$ cat config.mk
export PLATFORM = sky130hd
export DESIGN_NAME = wr_pack_ctrl
export DESIGN_NICKNAME = d
export VERILOG_FILES = /design/src/rtl/wr_pack_ctrl.sv
export SDC_FILE = /design/constraint.sdc
export NUM_CORES = 1
export LEC_CHECK = 0
export CORE_MARGIN = 8
export CORE_UTILIZATION = 45
export CTS_CLUSTER_SIZE = 8
export DETAILED_ROUTE_END_ITERATION = 12
export PLACE_DENSITY_LB_ADDON = 0.1
export SKIP_CTS_REPAIR_TIMING = 1
export SYNTH_ARGS = -nofsm -noshare
export SYNTH_HDL_FRONTEND = slang
export SYNTH_SLANG_ARGS = --single-unit
$ cat constraint.sdc
create_clock -name clk -period 17.1 [get_ports clk]
set_input_delay 3.42 -clock clk [delete_from_list [all_inputs] [get_ports clk]]
set_output_delay 3.42 -clock clk [all_outputs]
set_load 0.05 [all_outputs]
$ cat src/rtl/wr_pack_ctrl.sv
// User-side write controller: packs user words into AXI beats, groups beats into bursts and
// issues one ring-addressed request per burst. Optional status outputs under WR_PACK_STATUS_EN.
module wr_pack_ctrl #(
  parameter int unsigned USER_DATA_WIDTH = 16,
  parameter int unsigned AXI_ADDR_WIDTH  = 32,
  parameter int unsigned AXI_DATA_WIDTH  = 128,
  parameter int unsigned BURST_BYTES     = 4096
) (
  input  logic                          clk,
  input  logic                          resetn,
  input  logic                          ddr_init_done,
  input  logic [AXI_ADDR_WIDTH-1:0]     user_base_addr,
  input  logic [AXI_ADDR_WIDTH-1:0]     user_end_addr,
  input  logic                          user_wr_en,
  input  logic [USER_DATA_WIDTH-1:0]    user_wr_data,
  input  logic                          user_wr_last,
  output logic                          user_wr_ready,
  output logic [AXI_DATA_WIDTH-1:0]     wr_data_out,
  output logic [AXI_DATA_WIDTH/8-1:0]   wr_data_strb,
  output logic                          wr_data_valid,
  output logic                          wr_data_last,
  input  logic                          wr_data_ready,
  output logic                          wr_req_en,
  output logic [AXI_ADDR_WIDTH-1:0]     wr_addr_out,
  output logic [7:0]                    wr_burst_len,
`ifdef WR_PACK_STATUS_EN
  output logic [31:0]                   wr_burst_total,
  output logic                          wr_busy,
`endif
  input  logic                          wr_req_ack
);

  localparam int unsigned RATIO = AXI_DATA_WIDTH / USER_DATA_WIDTH;
  localparam int unsigned UB    = USER_DATA_WIDTH / 8;
  localparam int unsigned AB    = AXI_DATA_WIDTH / 8;
  localparam int unsigned BEATS = BURST_BYTES / AB;
  localparam int unsigned PCW   = (RATIO > 1) ? $clog2(RATIO) : 1;
  localparam int unsigned AW    = AXI_ADDR_WIDTH;

  typedef enum logic [1:0] {S_IDLE, S_FILL, S_REQ} state_t;

  state_t                    r_state, w_state_nxt;
  logic [2:0]                r_init_sync;
  logic [AXI_DATA_WIDTH-1:0] r_pack_buf, r_data, w_beat;
  logic [PCW-1:0]            r_pack_cnt;
  logic [AB-1:0]             r_strb, w_strb;
  logic                      r_valid, r_last;
  logic [7:0]                r_beat_cnt, r_len, r_pend_len, w_beat_idx;
  logic                      r_pend;
  logic [AW-1:0]             r_addr, w_addr_cur, w_addr_next;
  logic                      r_addr_set;
  logic                      w_hs, w_last_hs, w_acc, w_full, w_flush, w_burst_end, w_ack, w_wrap;
  logic                      w_user_ready;

  assign w_hs         = r_valid & wr_data_ready;
  assign w_last_hs    = w_hs & r_last;
  assign w_user_ready = (r_state == S_FILL) & ~(r_valid & ~wr_data_ready);
  assign w_acc        = user_wr_en & w_user_ready;
  assign w_full       = (r_pack_cnt == PCW'(RATIO - 1));
  assign w_flush      = w_acc & (w_full | user_wr_last);
  assign w_beat_idx   = w_last_hs ? '0 : r_beat_cnt + 8'(w_hs);
  assign w_burst_end  = (w_beat_idx == 8'(BEATS - 1));
  assign w_ack        = (r_state == S_REQ) & wr_req_ack;

  // The reset address follows the quasi-static base input until the first ack has
  // advanced the ring, avoiding an asynchronous load of a non-constant value.
  assign w_addr_cur  = r_addr_set ? r_addr : user_base_addr;
  assign w_addr_next = w_addr_cur + (AW'(r_len) + AW'(1)) * AW'(AB);
  assign w_wrap      = (w_addr_next + AW'(BURST_BYTES)) > user_end_addr;

  always_comb begin
    w_beat = r_pack_buf;
    w_beat[32'(r_pack_cnt) * USER_DATA_WIDTH +: USER_DATA_WIDTH] = user_wr_data;
    w_strb = '0;
    for (int unsigned i = 0; i < RATIO; i++) begin
      if (i <= 32'(r_pack_cnt)) w_strb[i*UB +: UB] = '1;
    end
  end

  always_comb begin
    w_state_nxt = r_state;
    case (r_state)
      S_IDLE:  if (r_init_sync[2]) w_state_nxt = S_FILL;
      S_FILL:  if (w_last_hs) w_state_nxt = S_REQ;
      S_REQ:   if (w_ack) w_state_nxt = (r_pend | w_last_hs) ? S_REQ : S_FILL;
      default: w_state_nxt = S_IDLE;
    endcase
  end

  always_ff @(posedge clk or negedge resetn) begin
    if (!resetn) begin
      r_state     <= S_IDLE;
      r_init_sync <= '0;
    end else begin
      r_state     <= w_state_nxt;
      r_init_sync <= {r_init_sync[1:0], ddr_init_done};
    end
  end

  // Beat counter clears on the last-beat handshake so a beat formed in that same cycle
  // (or handshaken while a request is outstanding) is counted toward the next burst.
  always_ff @(posedge clk or negedge resetn) begin
    if (!resetn) begin
      r_pack_buf <= '0;
      r_pack_cnt <= '0;
      r_data     <= '0;
      r_strb     <= '0;
      r_valid    <= 1'b0;
      r_last     <= 1'b0;
      r_beat_cnt <= '0;
    end else begin
      if (w_hs) r_beat_cnt <= r_last ? '0 : r_beat_cnt + 8'd1;
      if (w_flush) begin
        r_data     <= w_beat;
        r_strb     <= w_strb;
        r_last     <= w_burst_end | user_wr_last;
        r_valid    <= 1'b1;
        r_pack_buf <= '0;
        r_pack_cnt <= '0;
      end else begin
        if (w_hs) r_valid <= 1'b0;
        if (w_acc) begin
          r_pack_buf <= w_beat;
          r_pack_cnt <= r_pack_cnt + PCW'(1);
        end
      end
    end
  end

  // A last beat handshaken while a request is outstanding is queued as a pending burst.
  always_ff @(posedge clk or negedge resetn) begin
    if (!resetn) begin
      r_len      <= '0;
      r_pend     <= 1'b0;
      r_pend_len <= '0;
      r_addr     <= '0;
      r_addr_set <= 1'b0;
    end else if (r_state == S_FILL) begin
      if (w_last_hs) r_len <= r_beat_cnt;
    end else if (r_state == S_REQ) begin
      if (w_ack) begin
        r_addr     <= w_wrap ? user_base_addr : w_addr_next;
        r_addr_set <= 1'b1;
        if (r_pend) begin
          r_len  <= r_pend_len;
          r_pend <= 1'b0;
        end else if (w_last_hs) begin
          r_len <= r_beat_cnt;
        end
      end else if (w_last_hs) begin
        r_pend     <= 1'b1;
        r_pend_len <= r_beat_cnt;
      end
    end
  end

`ifdef WR_PACK_STATUS_EN
  logic [31:0] r_total;
  always_ff @(posedge clk or negedge resetn) begin
    if (!resetn)    r_total <= '0;
    else if (w_ack) r_total <= r_total + 32'd1;
  end
  assign wr_burst_total = r_total;
  assign wr_busy        = (r_state != S_FILL) | r_valid | (r_pack_cnt != '0);
`endif

  assign user_wr_ready = w_user_ready;
  assign wr_data_out   = r_data;
  assign wr_data_strb  = r_strb;
  assign wr_data_valid = r_valid;
  assign wr_data_last  = r_last;
  assign wr_req_en     = (r_state == S_REQ);
  assign wr_addr_out   = w_addr_cur;
  assign wr_burst_len  = r_len;

endmodule
==> results of run 1 <==
## through the flow
step / std cells / hold WS, ns / area (µm²)
after floorplan: 1889 / 0.331 / 17200
after global placement: 2557 / 0.337 / 20200
after detailed placement: 2557 / 0.343 / 20200
after CTS: 2609 / 0.353 / 21500
after global routing: 2609 / 0.359 / 21500
final: 2609 / 0.352 / 21500
## registers in the layout, summed over array words and instances (netlist names), 2 cells and up
signal        cells
r_addr           32
r_beat_cnt        8
r_init_sync       3
r_pack_buf      128
r_pack_cnt        3
r_pend_len        8
r_state           2
wr_burst_len      8
wr_data_out     128
wr_data_strb      8
## per-layer routing
layer | global-route usage [%] | vias up | wire [µm]
met4 | 7.43 | 0 | 1270
met5 | 0 | - | 0
li1 | - | 6936 | -
met1 | 32.2 | 7052 | 23600
met3 | 5.06 | 81 | 3830
met2 | 37.1 | 428 | 24500
## Yosys cell counts (18+ instances only)
master	instances	area [µm²]
sky130_fd_sc_hd__a21o_1	24	180
sky130_fd_sc_hd__a21oi_1	128	641
sky130_fd_sc_hd__a22o_1	31	272
sky130_fd_sc_hd__a31oi_1	18	113
sky130_fd_sc_hd__a32o_1	35	350
sky130_fd_sc_hd__clkbuf_1	116	435
sky130_fd_sc_hd__dfrtp_1	332	8310
sky130_fd_sc_hd__ha_1	59	738
sky130_fd_sc_hd__inv_1	63	236
sky130_fd_sc_hd__mux2_2	27	304
sky130_fd_sc_hd__mux2i_1	50	500
sky130_fd_sc_hd__nand2_1	338	1270
sky130_fd_sc_hd__nand3_1	44	220
sky130_fd_sc_hd__nand4_1	22	138
sky130_fd_sc_hd__nor2_1	149	559
sky130_fd_sc_hd__o21ai_0	238	1190
sky130_fd_sc_hd__xnor2_1	35	307
## cell type report
class / instances / share of cell area [%]
flip-flops and latches: 332 / 38.6
multi-input cells: 1358 / 37.9
repair buffers: 293 / 13.4
clock buffers: 50 / 5.71
well taps: 511 / 2.97
inverters: 63 / 1.10
clock inverters: 2 / 0.215
## logic make-up (layout without fill, tap and decap cells)
kind of cell | after synthesis | in the layout
AND/OR/NAND/NOR | 633 | 633
AO/OA/AOI/OAI | 533 | 533
flip-flops | 332 | 332
buffers and inverters | 199 | 408
multiplexers | 77 | 77
adder cells (fa/ha/maj) | 60 | 60
XOR/XNOR | 55 | 55
## power by group through the flow
| stage | clock (mW) | combinational, mW | sequential, mW |
|---|---|---|---|
| after global routing | 0.884 | 1.68 | 1.07 |
| after global placement | 0 | 1.55 | 1.06 |
| after detailed placement | 0 | 1.56 | 1.06 |
| final | 0.835 | 1.56 | 1.05 |
| after CTS | 0.854 | 1.56 | 1.05 |
| after floorplan | 0 | 0.883 | 1.24 |
## path summary, 6_finish.rpt
path	to	slack, ns	start	depth (start not counted)
max reg2reg	r_addr[11]	10.15	r_addr_set	24
max	r_addr[11]	8.15	user_base_addr[4]	24
min in group asynchronous	wr_data_out[119]	2.84	resetn	1
min	r_init_sync[2]	0.35	r_init_sync[1]	0
min reg2reg	r_init_sync[2]	0.35	r_init_sync[1]	0
max in group asynchronous	r_addr_set	12.69	resetn	2
## cell usage in the layout, fill, tap and decap left out, drive strengths merged, types with 37 or more instances in the layout
cell	synthesis	final
ha	59	59
clkbuf	118	50
xnor2	37	37
dfrtp	332	332
inv	63	63
o21ai	249	249
mux2i	50	50
clkdlybuf4s50	0	273
a21oi	130	130
nand2	338	338
nor2	149	149
nand3	46	46
==> results.md, run 1 <==
Status:
- The flow ran to the end, and the final reports show no timing, DRC or antenna violations.

Clocking:
- The buffer levels on the longest clock path is 3.
- The clock root buffer is sky130_fd_sc_hd__clkbuf_16.
- The number of buffers inserted during clock tree synthesis is 47.
- The H-tree generated during clock tree synthesis spans 2 levels.
- After clock tree synthesis, the clock-pin slew on the worst setup and hold paths is ~0.050 ns.
- TritonCTS built the clock tree.
- At the later pin of the worst-skew pair, clock insertion delay measures around 0.57 ns.
- CTS saw 332 sinks.

Setup path:
- The kind of launch point of the worst setup path is an input pin.
- The required time at the worst-slack endpoint is about 18 ns.
- Of all nets on the critical path, the largest fanout is 16.
- The number of buffers and inverters on the critical path is 5.
- The critical path goes through clkdlybuf4s50_1 -> mux2_2 -> ha_1 -> inv_1 -> fa_1 -> nor2b_1 -> or3_1 -> a21oi_1 -> o21bai_1 -> xnor2_1 -> inv_1 -> ha_1 -> inv_1 -> nor3_2 -> nand4_1 -> xor2_1 -> ha_1 -> nand4_1 -> nor4_1 -> and3_1 -> nor2_2 -> buf_4 -> nor2_1 -> o211ai_1.
- The kind of cell with the highest combined delay on the critical path is simple AND/OR/NAND/NOR gates.
- The slowest cell on the critical path is sky130_fd_sc_hd__nor2_1.
- The category of the most critical setup path is in -> reg.
- The critical path capture point type is a flop.
- The endpoint arrival time on the critical path is 9.35 ns.
- The delay contributed by the slowest stage of the critical path is 0.56 ns.

Route:
- The number of antenna-violating nets in the routed design is 0.
- For this run, design rule violations remaining after detail routing come to 0.
- The routed layout has between 10000 and 15000 vias.
- Dividing the detail-routed via count by the number of cells gives ~5.6.
- The post-detailed-route wirelength per cell is 20.4 µm.
- The first detailed-routing pass took 5 iterations.
- After detailed routing, the total wire length is 53200 µm.
- The first routing iteration left between 1000 and 1500 violations.

Job:
- The number of violations of the max-capacitance limit is 0.

Pwr:
- The worst-case vdd ir drop is around 0.00011 V.
- The internal power of the cells totals around 2 mW.
- Of the total power, the share spent switching nets is roughly 43%.
- The register share of total power is a little under a third.
- The leakage power total is ~9.4 nW.
- Combinational cells account for a little under half of the total power.
- Summed over all nets, the switching power comes to 1.50 mW.
- In this run the power density over the cells is roughly 160 nW/µm².
- The overall power after layout is 3.44 mW.
- Per report_power, the clock group accounts for around 24% of the total.

Yosys:
- After synthesis the netlist holds a flip-flop and latch count of around 330.
- Summing the areas of all and, or, nand and nor instances in the mapped netlist gives 16.1% of the synthesized area.
- The number of flops mapped to enable cells by yosys is 0.
- After synthesis, the share of cell area in mux cells is between 4 and 5%.
- After synthesis, the share of flip-flops with an asynchronous set or reset is between 90% and 100%.
- The gate count after technology mapping is between 1500 and 2000.
- The net count after synthesis is 2036.
- The synthesized netlist devotes a little under a fifth of its cell area to compound gates.
- For this run, the number of Yosys warnings is 0.
- The main combinational cell family by area after synthesis is compound AO/OA/AOI/OAI gates.
- Synthesis instantiated 79 different standard cells from the library.
- The fraction of the yosys area taken by sequential cells is 48.2%.
- After Yosys synthesis, XOR and XNOR cells account for under 10% of the synthesized area.
- The mean cell area of the mapped netlist is 9.12 µm².
- Summing the areas of all fa, ha and maj instances in the mapped netlist gives ~4.4% of the synthesized area.
- After synthesis the cells add up to around 17000 µm².
- The most used flip-flop cell after synthesis is sky130_fd_sc_hd__dfrtp_1.

Global route:
- The pin count of the biggest net entering global routing is around 110.
- The number of global-route vias before repair was 14200.
- The wire length of the first global-routing pass is between 80000 and 90000 µm.
- The global-route usage over all layers is a little under a quarter.
- The total overflow reported by the global router is 0.
- The number of antenna violations at the first check in global routing is 0.

STA:
- The clock period could shrink to between 8 and 9 ns.
- At the pin with the least slew margin, the transition time is roughly 1.2 ns.
- Measured against its own limit, the worst slew margin works out to 16.9%.
- The post-route clock skew is 0.0338 ns.
- The number of failing hold endpoints at the final stage is 0.
- The number of slew-limit violations in the final report was 0.
- The worst path uses a little over half of the clock period.
- The final-layout setup total negative slack is 0 ns.
- The final critical-path setup slack is around 8.2 ns.
- Setup repair after global routing left no endpoint under its margin.
- The maximum clock frequency is around 110 MHz.
- The number of failing setup endpoints in the final timing report is 0.

Floorplanning:
- After floorplanning, the core was divided into approximately 70 placement rows.
- The horizontal die dimension is 212 µm.
- The die covers 44800 µm².
- In this run the vertical extent of the chip is 212 µm.
- The starting utilization of the core area is between 40% and 50%.
- The number of top-level pins is between 200 and 300.
- The core footprint is approximately 38000 µm².

Place:
- Prior to clock tree synthesis, the placed netlist has a worst setup slack of 7.68 ns.
- The number of buffer cells added on primary ports is about 270.
- The estimated wirelength of the detail-placed design is between 30000 and 40000 µm.
- The final estimated routing congestion in global placement is 0.919.

Min path:
- The type of the tightest min-delay check is reg -> reg.

Finish:
- The layout has ~3400 filler cells.
- In the final layout, the multi-input gates occupy between 8000 and 9000 µm².
- The share of post-route cells with drive strength above 1 is 6.34%.
- For this run, the post-layout net count is around 2200.
- Measured on the finished design, the core utilization comes to 57.1%.
- The area growth from synthesis to final layout is 24.8%.
- Summing all flip-flop and latch instances after layout gives between 8000 and 9000 µm².
- The repair_antennas step left the layout with diodes totalling 0.
No activity file was read; power rests on OpenSTA's default activity.
==> run 2: changes to the inputs <==
==> constraint.sdc (replaced) <==
create_clock -name clk -period 7.6 [get_ports clk]
set_input_delay 1.52 -clock clk [delete_from_list [all_inputs] [get_ports clk]]
set_output_delay 1.52 -clock clk [all_outputs]
set_load 0.05 [all_outputs]
==> run 2 against run 1 <==
Net effect: global-route usage about the same; critical path depth decreased by 2; register-to-register slack got worse by 8.6 ns; sequential power increased by 120%; die area unchanged; non-clock buffer count increased by 4; sequential share of layout area decreased by 0.087 points; setup slack got worse by 7.2 ns; utilization increased by 0.13 points; cell count increased by 0.23%; power increased by 130%; critical endpoint is now r_addr[28]; largest power group unchanged.
==> results.md, run 2 (synthesis results as in run 1) <==
Finish:
- The final layout net count came to 2246 (was 2242).
- The leading cell type in the layout, fill and taps excluded is sky130_fd_sc_hd__nand2_1 (unchanged).
- The final-layout fill cell count is 3366 (was 3365).
- The post-layout instance count excluding filler cells is 2615 (was 2609).
- The area growth from synthesis to final layout is 25.1% (was 24.8%).
- The share of post-route cells with drive strength above 1 is 6.42% (was 6.34%).
- The antenna diode count is 0 (unchanged).
- Highest-count cells in the layout ignoring fill and taps: 338 x sky130_fd_sc_hd__nand2_1, 331 x sky130_fd_sc_hd__dfrtp_1, 273 x sky130_fd_sc_hd__clkdlybuf4s50_1, 237 x sky130_fd_sc_hd__o21ai_0, 149 x sky130_fd_sc_hd__nor2_1 (was 338 x sky130_fd_sc_hd__nand2_1, 331 x sky130_fd_sc_hd__dfrtp_1, 273 x sky130_fd_sc_hd__clkdlybuf4s50_1, 237 x sky130_fd_sc_hd__o21ai_0, 148 x sky130_fd_sc_hd__nor2_1).

Floorplanning:
- The row count is 71 (unchanged).
- The die area came to 44800 µm² (unchanged).
- The starting utilization of the core area was 45.7% (unchanged).
- The core footprint came to 37700 µm² (unchanged).
- The number of top-level pins came to 275 (unchanged).
- The vertical die dimension is 212 µm (unchanged).
- The horizontal die dimension was 212 µm (unchanged).

Route:
- The post-detailed-route wirelength per cell is 20.3 µm (was 20.4 µm).
- The post-detailed-route via-to-cell ratio came to 5.59 (was 5.56).
- The number of optimization iterations in the first detailed-route pass is 7 (was 5).
- The number of antenna-violating nets in the routed design is 0 (unchanged).
- The final routed DRC violation total came to 0 (unchanged).
- The via count was 14600 (was 14500).
- The total wirelength of the detailed-routed design is 53200 µm (about the same).
- The number of DRC markers after the initial detailed-route iteration is 1104 (was 1040).

Setup path:
- The maximum net fanout on the critical path is 16 (unchanged).
- The kind of cell with the highest combined delay on the critical path was simple AND/OR/NAND/NOR gates (unchanged).
- The buffer and inverter count on the worst path is 4 (was 5).
- CP Cell Sequence: clkdlybuf4s50_1 -> mux2_2 -> ha_1 -> inv_1 -> fa_1 -> nor2b_1 -> o311ai_4 -> a211oi_4 -> xnor2_2 -> o21ai_1 -> nor4_4 -> nand4_1 -> xnor2_1 -> ha_1 -> nand4_1 -> nor4_1 -> buf_4 -> nand3_1 -> o211a_1 -> buf_4 -> or3_1 -> a31oi_1 (was clkdlybuf4s50_1 -> mux2_2 -> ha_1 -> inv_1 -> fa_1 -> nor2b_1 -> or3_1 -> a21oi_1 -> o21bai_1 -> xnor2_1 -> inv_1 -> ha_1 -> inv_1 -> nor3_2 -> nand4_1 -> xor2_1 -> ha_1 -> nand4_1 -> nor4_1 -> and3_1 -> nor2_2 -> buf_4 -> nor2_1 -> o211ai_1).
- The startpoint of the worst register-to-register path was r_addr_set (unchanged).
- The slowest cell on the critical path is sky130_fd_sc_hd__clkdlybuf4s50_1 (was sky130_fd_sc_hd__nor2_1).
- The depth of the worst register-to-register path is 19 (was 24).
- The category of the most critical setup path is in -> reg (unchanged).
- The critical register-to-register path endpoint is r_addr[28] (was r_addr[11]).
- The endpoint arrival time on the critical path is 7.11 ns (was 9.35 ns).
- The required time at the worst-slack endpoint came to 8.07 ns (was 17.50 ns).
- The critical path capture point type is a flop (unchanged).
- The kind of launch point of the worst setup path is an input pin (unchanged).
- The delay contributed by the slowest stage of the critical path was 0.54 ns (was 0.56 ns).
- The setup slack of the most critical reg-to-reg path is 1.52 ns (was 10.15 ns).

Clocking:
- The number of buffers inserted during clock tree synthesis is 47 (unchanged).
- The clock sink total is 332 (unchanged).
- The clock root buffer is sky130_fd_sc_hd__clkbuf_16 (unchanged).
- The CTS tree is done (unchanged).
- The clock-pin slew on the worst setup and hold paths was 0.05 ns (about the same).
- The total number of H-tree levels is 2 (unchanged).
- The buffer levels on the longest clock path is 3 (unchanged).
- The insertion delay of the later-clocked pin in the worst-skew pair is 0.56 ns (was 0.57 ns).

STA:
- After layout, the worst path uses between 80% and 90% of the clock period.
- The number of slew-limit violations in the final report is 0 (unchanged).
- Unrepaired setup endpoints after global routing: no (unchanged).
- The post-route clock skew came to 0.0237 ns (was 0.0338 ns).
- The shortest period the worst path allows is 6.64 ns.
- The slew at the pin with the worst max-slew slack was 1.27 ns (was 1.24 ns).
- The final-layout setup total negative slack is 0 ns (unchanged).
- The number of failing setup endpoints in the final timing report was 0 (unchanged).
- The relative slew slack came to 15.3% (was 16.9%).
- The smallest hold slack is 0.345 ns (was 0.352 ns).
- The number of failing hold endpoints at the final stage came to 0 (unchanged).
- Timing would allow up to ~150 MHz.

Pwr:
- The worst-case vdd ir drop was 0.000256 V (was 0.000106 V).
- The ratio of total power to cell area is 361 nW/µm² (was 160 nW/µm²).
- The leakage power total is 9.41 nW (was 9.38 nW).

Global route:
- The global-route usage over all layers was 23.5% (about the same).
- The number of antenna violations at the first check in global routing is 0 (unchanged).
- The pin count of the biggest net entering global routing was 232 (was 106).
- The number of global-route vias before repair came to 14700 (was 14200).
- The total overflow reported by the global router came to 0 (unchanged).
- The wire length of the first global-routing pass is 84300 µm (was 83400 µm).

Place:
- The final estimated routing congestion in global placement is 0.902 (was 0.919).
- The estimated wirelength of the detail-placed design is 37200 µm (was 38000 µm).
- The number of placed instances, taps included is 2561 (was 2557).
- The number of buffer cells added on primary ports is 274 (unchanged).

Min path:
- The worst-case hold path end point is r_init_sync[2] (unchanged).
- The type of the tightest min-delay check is reg -> reg (unchanged).
- The hold path startpoint is r_init_sync[1] (unchanged).
- The cell count of the worst hold path is 0 (unchanged).

Job:
- The number of violations of the max-capacitance limit is 0 (unchanged).

Status:
- Run status: finished clean (unchanged).
run 2: through the flow:
| stage | power [mW] | setup slack, ns | cell area (µm²) | utilization (%) |
|---|---|---|---|---|
| 4_1_cts | 7.85 | 0.991 | 21600 | 57.2 |
| 3_5_place_dp | 5.94 | 0.428 | 20300 | 53.8 |
| 2_1_floorplan | 4.77 | 1.02 | 17200 | - |
| 3_3_place_gp | 5.87 | 0.513 | 20300 | 53.8 |
| 6_report | 7.79 | 0.958 | 21600 | 57.2 |
| 5_1_grt | 8.23 | 0.553 | 21600 | 57.2 |
run 2: where the power goes:
group          internal [mW]  leakage (nW)  total, mW  switching, mW
Clock                   1.14         0.624       1.88          0.737
Sequential              2.08          4.55       2.36          0.280
Combinational           1.19          4.23       3.55           2.36
Total                   4.41          9.41       7.79           3.38
run 2: worst max-delay path by stage:
| stage | depth (start not counted) | from | slack (ns) | to |
|---|---|---|---|---|
| final | 22 | user_base_addr[4] | 0.96 | r_addr[28] |
| after global routing | 25 | user_base_addr[4] | 0.55 | r_addr[28] |
| after CTS | 25 | user_base_addr[4] | 0.99 | r_addr[28] |
| after detailed placement | 22 | user_base_addr[4] | 0.43 | r_addr[28] |
| after global placement | 22 | user_base_addr[4] | 0.51 | r_addr[28] |
| after floorplan | 26 | r_addr_set | 1.02 | r_addr[11] |
run 2: per-layer routing:
| metal | share of wire [%] | global-route usage, % | vias up |
|---|---|---|---|
| met3 | 6.5 | 4.95 | 83 |
| met2 | 47 | 37.7 | 444 |
| met1 | 44 | 31.6 | 7126 |
| li1 | - | - | 6959 |
| met4 | 2.7 | 7.62 | 0 |
| met5 | 0 | 0 | - |
run 2: final cells by class:
type	instances	area, µm²	area share (%)
Clock buffer	53	1250	5.80
Timing Repair Buffer	297	2950	13.7
Tap cell	511	639	2.97
Clock inverter	1	20.0	0.0929
Sequential cell	332	8310	38.5
Multi-Input combinational cell	1358	8150	37.8
Inverter	63	236	1.10
==> run 3: changes to the inputs <==
--- a/config.mk
+++ b/config.mk
@@ -14,3 +14,4 @@
 export SYNTH_ARGS = -nofsm -noshare
 export SYNTH_HDL_FRONTEND = slang
 export SYNTH_SLANG_ARGS = --single-unit
+export TNS_END_PERCENT = 1
==> results of run 3 <==
Same layout as run 2: the final DEF is identical, and so are final timing and power.
